## src/rtl/fifo_reader.sv

```systemverilog
// fifo_reader: turns a synchronous FIFO read port (rd_en/empty, one-cycle read
// latency) into a valid/ready stream through a two-entry skid buffer.
//
// Optional feature: define FIFO_READER_CNT_EN to add the xfer_count port and
// its transfer counter. Without it the port and counter are absent.
//
// Ports:
//   clk         rising-edge clock
//   reset       synchronous active-low reset
//   fifo_empty  upstream FIFO empty flag
//   fifo_data   upstream FIFO read data, valid the cycle after an accepted read
//   fifo_rd_en  read request to the upstream FIFO (combinational)
//   m_data      downstream data, oldest buffered word
//   m_valid     downstream valid
//   m_ready     downstream ready
//   xfer_count  completed downstream transfers, wraps at 16 bits (optional)
module fifo_reader #(
    parameter int unsigned Width = 8
) (
    input  logic             clk,
    input  logic             reset,
    input  logic             fifo_empty,
    input  logic [Width-1:0] fifo_data,
    output logic             fifo_rd_en,
    output logic [Width-1:0] m_data,
    output logic             m_valid,
    input  logic             m_ready
`ifdef FIFO_READER_CNT_EN
    ,
    output logic [15:0]      xfer_count
`endif
);

    localparam int unsigned CreditW = 3;

    typedef enum logic [1:0] {
        EMPTY = 2'd0,
        ONE   = 2'd1,
        TWO   = 2'd2
    } occ_e;

    occ_e               occ;
    logic               inflight;
    logic [Width-1:0]   buf1;
    logic               xfer_c;
    logic [CreditW-1:0] credit_c;

    // Downstream handshake; m_valid is zero whenever the buffer is empty.
    assign xfer_c = m_valid && m_ready;

    // Slots committed after this edge: buffered + in flight - leaving now.
    // xfer_c implies occ != EMPTY, so the subtraction never underflows.
    assign credit_c = CreditW'(occ) + CreditW'(inflight) - CreditW'(xfer_c);

    // Only request a word if there is guaranteed room to capture it.
    assign fifo_rd_en = reset && !fifo_empty && (credit_c < CreditW'(2));

    // Occupancy state machine and skid buffer; m_data is the head slot.
    always_ff @(posedge clk) begin
        if (!reset) begin
            occ      <= EMPTY;
            inflight <= 1'b0;
            m_valid  <= 1'b0;
            m_data   <= '0;
            buf1     <= '0;
        end else begin
            inflight <= fifo_rd_en;
            case ({inflight, xfer_c})
                2'b10: begin
                    // Capture only: fill the next free slot.
                    if (occ == EMPTY) begin
                        m_data  <= fifo_data;
                        m_valid <= 1'b1;
                        occ     <= ONE;
                    end else begin
                        buf1 <= fifo_data;
                        occ  <= TWO;
                    end
                end
                2'b01: begin
                    // Transfer only: advance the second slot to the head.
                    if (occ == TWO) begin
                        m_data <= buf1;
                        occ    <= ONE;
                    end else begin
                        m_valid <= 1'b0;
                        occ     <= EMPTY;
                    end
                end
                2'b11: begin
                    // Capture and transfer: occupancy unchanged, shift by one.
                    if (occ == TWO) begin
                        m_data <= buf1;
                        buf1   <= fifo_data;
                    end else begin
                        m_data <= fifo_data;
                    end
                end
                default: begin
                end
            endcase
        end
    end

`ifdef FIFO_READER_CNT_EN
    // Transfer counter, wraps naturally at 16 bits.
    always_ff @(posedge clk) begin
        if (!reset) begin
            xfer_count <= 16'd0;
        end else if (xfer_c) begin
            xfer_count <= xfer_count + 16'd1;
        end
    end
`endif

endmodule

```

## config.mk

```make
export PLATFORM = sky130hd
export DESIGN_NAME = fifo_reader
export DESIGN_NICKNAME = d
export VERILOG_FILES = /design/src/rtl/fifo_reader.sv
export SDC_FILE = /design/constraint.sdc
export NUM_CORES = 1
export LEC_CHECK = 0
export CAP_MARGIN = 20
export CELL_PAD_IN_SITES_DETAIL_PLACEMENT = 0
export CELL_PAD_IN_SITES_GLOBAL_PLACEMENT = 1
export CORE_ASPECT_RATIO = 1.5
export CORE_MARGIN = 1
export CORE_UTILIZATION = 39
export DETAILED_ROUTE_END_ITERATION = 10
export PLACE_DENSITY_LB_ADDON = 0.1
export SLEW_MARGIN = 0
export SYNTH_ARGS = -nofsm -noshare
export SYNTH_HDL_FRONTEND = slang
export SYNTH_SLANG_ARGS = --single-unit
```

## constraint.sdc

```tcl
create_clock -name clk -period 2.94 [get_ports clk]
set_clock_uncertainty 0.1 [all_clocks]
set_input_delay 0.441 -clock clk [delete_from_list [all_inputs] [get_ports clk]]
set_output_delay 0.441 -clock clk [all_outputs]
set_load 0.02 [all_outputs]
```

==> run metrics, run 1 <==
drt drc=2; Pwr Density=646 mW/mm²; Detailed Route Iter0 Violations=15; Core Area=0.00245 mm²; largest net degree at the start of global routing=27; I/O pins=22; Synth Flop Type=dfxtp_1; CP Buf/Inv Count=2; sequential element share of the synthesized area=39.8%; CTS tree=yes; Seq cells post-synth=20; Starting Density=41.1%; Static Leakage=0.455 nW; critical path arrival=2.29 ns; final instance area=0.00128 mm²; Tcrit/Tclk final=96.2%; Reg2Reg Setup Slack=0.82 ns; GP Congestion=0.828; slew of the pin with the lowest slew margin=0.914 ns; global-route wire length before repair=3600 µm; crit path to=fifo_rd_en; Die W=43.5 µm; Setup Crit Path Kind=in2out; Syn. warnings=0; total grt overflow=0; Critical Path Start=m_ready; HPWL after detailed placement=1450 µm; delay of the slowest critical-path stage=0.50 ns; Critical Path Start Type=primary input; Layout Cells excl Fill=158; via count=889; status=complete, but fails checks; worst hold path type=reg2reg; max-cap violation count=0; Netlist cell types=33; Final Hold Fails=0; final setup fails=0; asr flop ratio synth=0%; R2R cell count=4; clk slew on worst S/H paths=0.11 ns; Slew Viols, Final=0; RSZ-0062 raised after global routing=no; Min Clock Period, post-route=2.83 ns; Num CTS Buffers=3; Fin Setup TNS=0 ns; # nets final=150; Total Power=0.831 mW; Die Y=64.2 µm; critical path's slowest cell=clkdlybuf4s50_1; Top delay family on crit path=adder cells; antenna violations before repair=0; VDD IR max=0.293 mV; Antenna Nets Post-Route=0; Mapped Cells=110; CP required=2.40 ns; vias in the first global route=840; Area Growth Syn to Fin=27.7%; Longest Clk Path Bufs=2; critical-path maximum fanout=2; clk_lat worst skew=0.30 ns; DP Area=0.00124 mm²; row cnt=22; Wirelength per Cell=12.9 µm; EDFF count, synth=0; Slew HR=38.7%; Critical Path, Cell by Cell=clkdlybuf4s50_1, nand2_2, ha_4, nand2_1, fa_1, nand2_1, nor3_1, buf_2; clk sinks=20; launching point of the worst reg2reg path=inflight$_SDFF_PN0_; htree depth=1; worst hold slack=0.362 ns; worst flop-to-flop path endpoint=buf1[1]$_SDFFE_PN0P_; first-pass detailed-route iteration total=7; Syn Std Cell Area=0.00101 mm²; share of cells above drive strength 1=15.7%; Mapped Avg Cell Area=9.15 µm²; Hold Buf Count CTS=0; total track usage=16.9%; Max Freq=0.354 GHz; number of port buffers=21; Die Area=0.00279 mm²; Root Driver=clkbuf_4; Worst path depth=8; Most Frequent Cell on Critical Path=nand2_1; Crit. End Element=output pin; Net Count, Synth=125; Post-Route WL=2040 µm; ANT cells=0; Inst Count DP=154; failing checks=DRC; via/cell ratio=5.63
[cell usage in the layout (no fill, tap or decap), types with 2 or more instances in the layout]
| cell type | synthesis | layout |
|---|---|---|
| a21oi_1 | 10 | 10 |
| nor3_1 | 2 | 2 |
| o21ai_0 | 15 | 15 |
| clkbuf_4 | 0 | 3 |
| nand3_1 | 8 | 8 |
| a21oi_2 | 2 | 2 |
| buf_4 | 1 | 7 |
| clkdlybuf4s50_1 | 0 | 20 |
| inv_1 | 2 | 2 |
| mux2i_1 | 8 | 8 |
| dfxtp_1 | 20 | 20 |
| nand2_1 | 14 | 13 |
[worst min-delay path by stage]
stage          depth (start not counted)  slack [ns]              endpoint                 start
2_1_floorplan                          2        0.34  buf1[0]$_SDFFE_PN0P_  buf1[0]$_SDFFE_PN0P_
3_3_place_gp                           2        0.34  buf1[0]$_SDFFE_PN0P_  buf1[0]$_SDFFE_PN0P_
3_5_place_dp                           2        0.35  buf1[5]$_SDFFE_PN0P_  buf1[5]$_SDFFE_PN0P_
4_1_cts                                2        0.37  buf1[4]$_SDFFE_PN0P_  buf1[4]$_SDFFE_PN0P_
5_1_grt                                2        0.39  buf1[2]$_SDFFE_PN0P_  buf1[2]$_SDFFE_PN0P_
6_report                               2        0.36  buf1[4]$_SDFFE_PN0P_  buf1[4]$_SDFFE_PN0P_
[worst register-to-register path, cell delays in order (launching register included)]
cell,delay (ns)
dfxtp_1,0.49
ha_1,0.33
a31oi_1,0.08
nor3_2,0.75
o21ai_0,0.22
[logic make-up (layout without fill, tap and decap cells)]
kind of cell	after synthesis	after routing	share of synthesized area, %
flops	20	20	39.8
fa+ha+maj	3	3	4.48
simple gates	33	33	18.2
mux	8	8	7.96
buf+inv	10	34	6.72
xor+xnor	1	1	0.871
compound gates	35	35	22.0
[where the power goes]
part	internal, mW	switching (mW)
Combinational	0.156	0.161
Clock	0.0756	0.0840
Sequential	0.317	0.0365
Total	0.549	0.282
[synthesized netlist by cell type (2+ instances only)]
cell	number	area share, %
dfxtp_1	20	40
o21ai_0	15	7.5
nand2_1	14	5.2
a21oi_1	10	5.0
mux2i_1	8	8.0
nand3_1	8	4.0
buf_2	3	1.5
buf_6	3	3.4
a21oi_2	2	1.7
ha_1	2	2.5
inv_1	2	0.75
nor3_1	2	1.0
[state kept, by name (all words and copies together) (netlist names)]
register,cells
buf1,8
inflight,1
m_data,8
m_valid,1
occ,2
[through the flow]
stage	utilization, %	setup slack (ns)
after floorplan	-	0.294
after global placement	50.6	-0.285
after detailed placement	50.6	-0.360
after CTS	51.8	0.0854
after global routing	52.5	0.0280
final	52.5	0.113
[final cells by class]
class | instances | area (µm²)
Fill cell | 243 | 1160
Clock buffer | 4 | 36.3
Sequential cell | 20 | 400
Timing Repair Buffer | 28 | 258
Tap cell | 24 | 30.0
Inverter | 2 | 7.51
Multi-Input combinational cell | 80 | 553
[timing repair]
action / in CTS / in global routing
endpoints found under the hold margin: 0 / 0
gates resized for setup: 5 / 2
buffers inserted: 0 / 0
pin swaps: 0 / 1
endpoints found under the setup margin: 1 / 1
[per-layer routing]
metal	vias up	wire length, µm	track usage (%)	share of wire (%)
li1	443	-	-	-
met1	425	927	19.2	45
met2	16	1000	29.7	49
met3	5	61	1.69	3.0
met4	0	49	9.38	2.4
met5	-	0	0	0
(Power assumes the default switching activity.)
==> inputs of run 2 (changes only) <==
- GPL_TIMING_DRIVEN: unset -> 0
- SLEW_MARGIN: 0 -> 20
==> run metrics, run 2 (synthesis results as in run 1) <==
HPWL after detailed placement=1540 µm; Die Area=0.00279 mm²; Post-Route WL=2140 µm; slew of the pin with the lowest slew margin=0.635 ns; Crit. End Element=output pin; fillers=250; RSZ-0062 raised after global routing=no; total grt overflow=0; final setup fails=0; launching point of the worst reg2reg path=m_valid$_SDFFE_PN0P_; Slew HR=57.7%; most common cell after layout, fill and taps aside=dfxtp_1; VDD IR max=0.324 mV; Detailed Route Iter0 Violations=21; global-route wire length before repair=3570 µm; worst flop-to-flop path endpoint=buf1[5]$_SDFFE_PN0P_; Max Freq=0.370 GHz; antenna violations before repair=0; Fin Setup TNS=0 ns; ANT cells=0; Die Y=64.2 µm; first-pass detailed-route iteration total=7; critical path arrival=2.16 ns; Reg area=400 µm²; share of cells above drive strength 1=15.7%; Worst Hold Depth=2; clk sinks=20; CTS tree=yes; largest registers=buf1 x8, m_data x8, occ x2; Slew Viols, Final=0; Die W=43.5 µm; GP Congestion=0.753; drt drc=2; total track usage=16.9%; htree depth=1; number of port buffers=20; Longest Clk Path Bufs=2; # nets final=150; Min Clock Period, post-route=2.70 ns; via/cell ratio=5.57; Pwr Density=659 mW/mm²; R2R cell count=7; row cnt=22; vias in the first global route=820; Num CTS Buffers=3; Setup Crit Path Kind=reg2out; Starting Density=41.1%; critical-path maximum fanout=8; commonest cells after routing, fill and taps aside=dfxtp_1 (20), clkdlybuf4s50_1 (18), o21ai_0 (15); WHS Endpoint=buf1[5]$_SDFFE_PN0P_; largest net degree at the start of global routing=12; CP required=2.40 ns; Layout Cells excl Fill=158; Root Driver=clkbuf_4; HP Start=buf1[5]$_SDFFE_PN0P_; final instance area=0.00128 mm²; DP Area=0.00124 mm²; Critical Path Start Type=flip-flop; clk slew on worst S/H paths=0.12 ns; failing checks=DRC; Core Area=0.00245 mm²; Static Leakage=0.466 nW; worst hold slack=0.366 ns; max-cap violation count=0; Reg2Reg Setup Slack=0.91 ns; Antenna Nets Post-Route=0; Tcrit/Tclk final=92.0%; setup bufs post-CTS=0; Area Growth Syn to Fin=27.7%; I/O pins=22; Inst Count DP=154; worst hold path type=reg2reg; Wirelength per Cell=13.5 µm; via count=880; Final Hold Fails=0; Multi-input gate area=553 µm²; clk_lat worst skew=0.30 ns; status=complete, but fails checks
-- run 2: cell count changes in the layout (fill, tap and decap cells not counted) --
cell | previous run | this run
clkdlybuf4s50_1 | 20 | 18
buf_2 | 1 | 4
dlymetal6s2s_1 | 0 | 1
buf_6 | 0 | 3
clkbuf_1 | 0 | 1
buf_4 | 7 | 1
-- run 2: final cells by class --
type	instances	area share, %
Inverter	2	0.584
Buffer	8	4.67
Sequential cell	20	31.2
Timing Repair Buffer	20	15.4
Tap cell	24	2.34
Clock buffer	4	2.82
Multi-Input combinational cell	80	43.0
-- run 2: timing repair --
item | in CTS | in global routing
resized for setup | 7 | 1
endpoints found under the setup margin | 1 | 1
gates cloned | 0 | 0
hold buffers | 0 | 0
pin swaps | 0 | 0
-- run 2: power breakdown --
group          switching, mW  total, mW  internal (mW)
logic                  0.173      0.336          0.163
registers             0.0288      0.345          0.317
clock network         0.0892      0.165         0.0756
-- run 2: critical path, cell delays in order, from the launching register on --
cell and delay (ns):
dfxtp_1 0.47, nand2_2 0.14, ha_4 0.31, nand2_1 0.06, fa_1 0.37, xor2_1 0.16
nor3_1 0.16, buf_2 0.18
-- run 2: worst max-delay path by stage --
stage,from,to,slack (ns)
after floorplan,m_valid$_SDFFE_PN0P_,fifo_rd_en,0.29
after global placement,m_ready,fifo_rd_en,-0.48
after detailed placement,m_ready,fifo_rd_en,-0.51
after CTS,m_ready,fifo_rd_en,0.03
after global routing,m_valid$_SDFFE_PN0P_,fifo_rd_en,0.08
final,m_valid$_SDFFE_PN0P_,fifo_rd_en,0.24
-- run 2: layer usage --
metal	global-route usage, %	vias up	wire, µm
met5	0	-	0
met4	8.20	0	17
met3	1.69	2	56
met2	31.1	13	1140
met1	18.5	425	925
li1	-	440	-
-- run 2: per-stage QoR --
step	utilization, %	power, mW	setup slack (ns)
floorplan	-	0.561	0.294
global placement	50.5	0.681	-0.484
detailed placement	50.5	0.685	-0.507
CTS	52.3	0.859	0.0313
global route	52.5	0.896	0.0825
finish	52.5	0.846	0.235
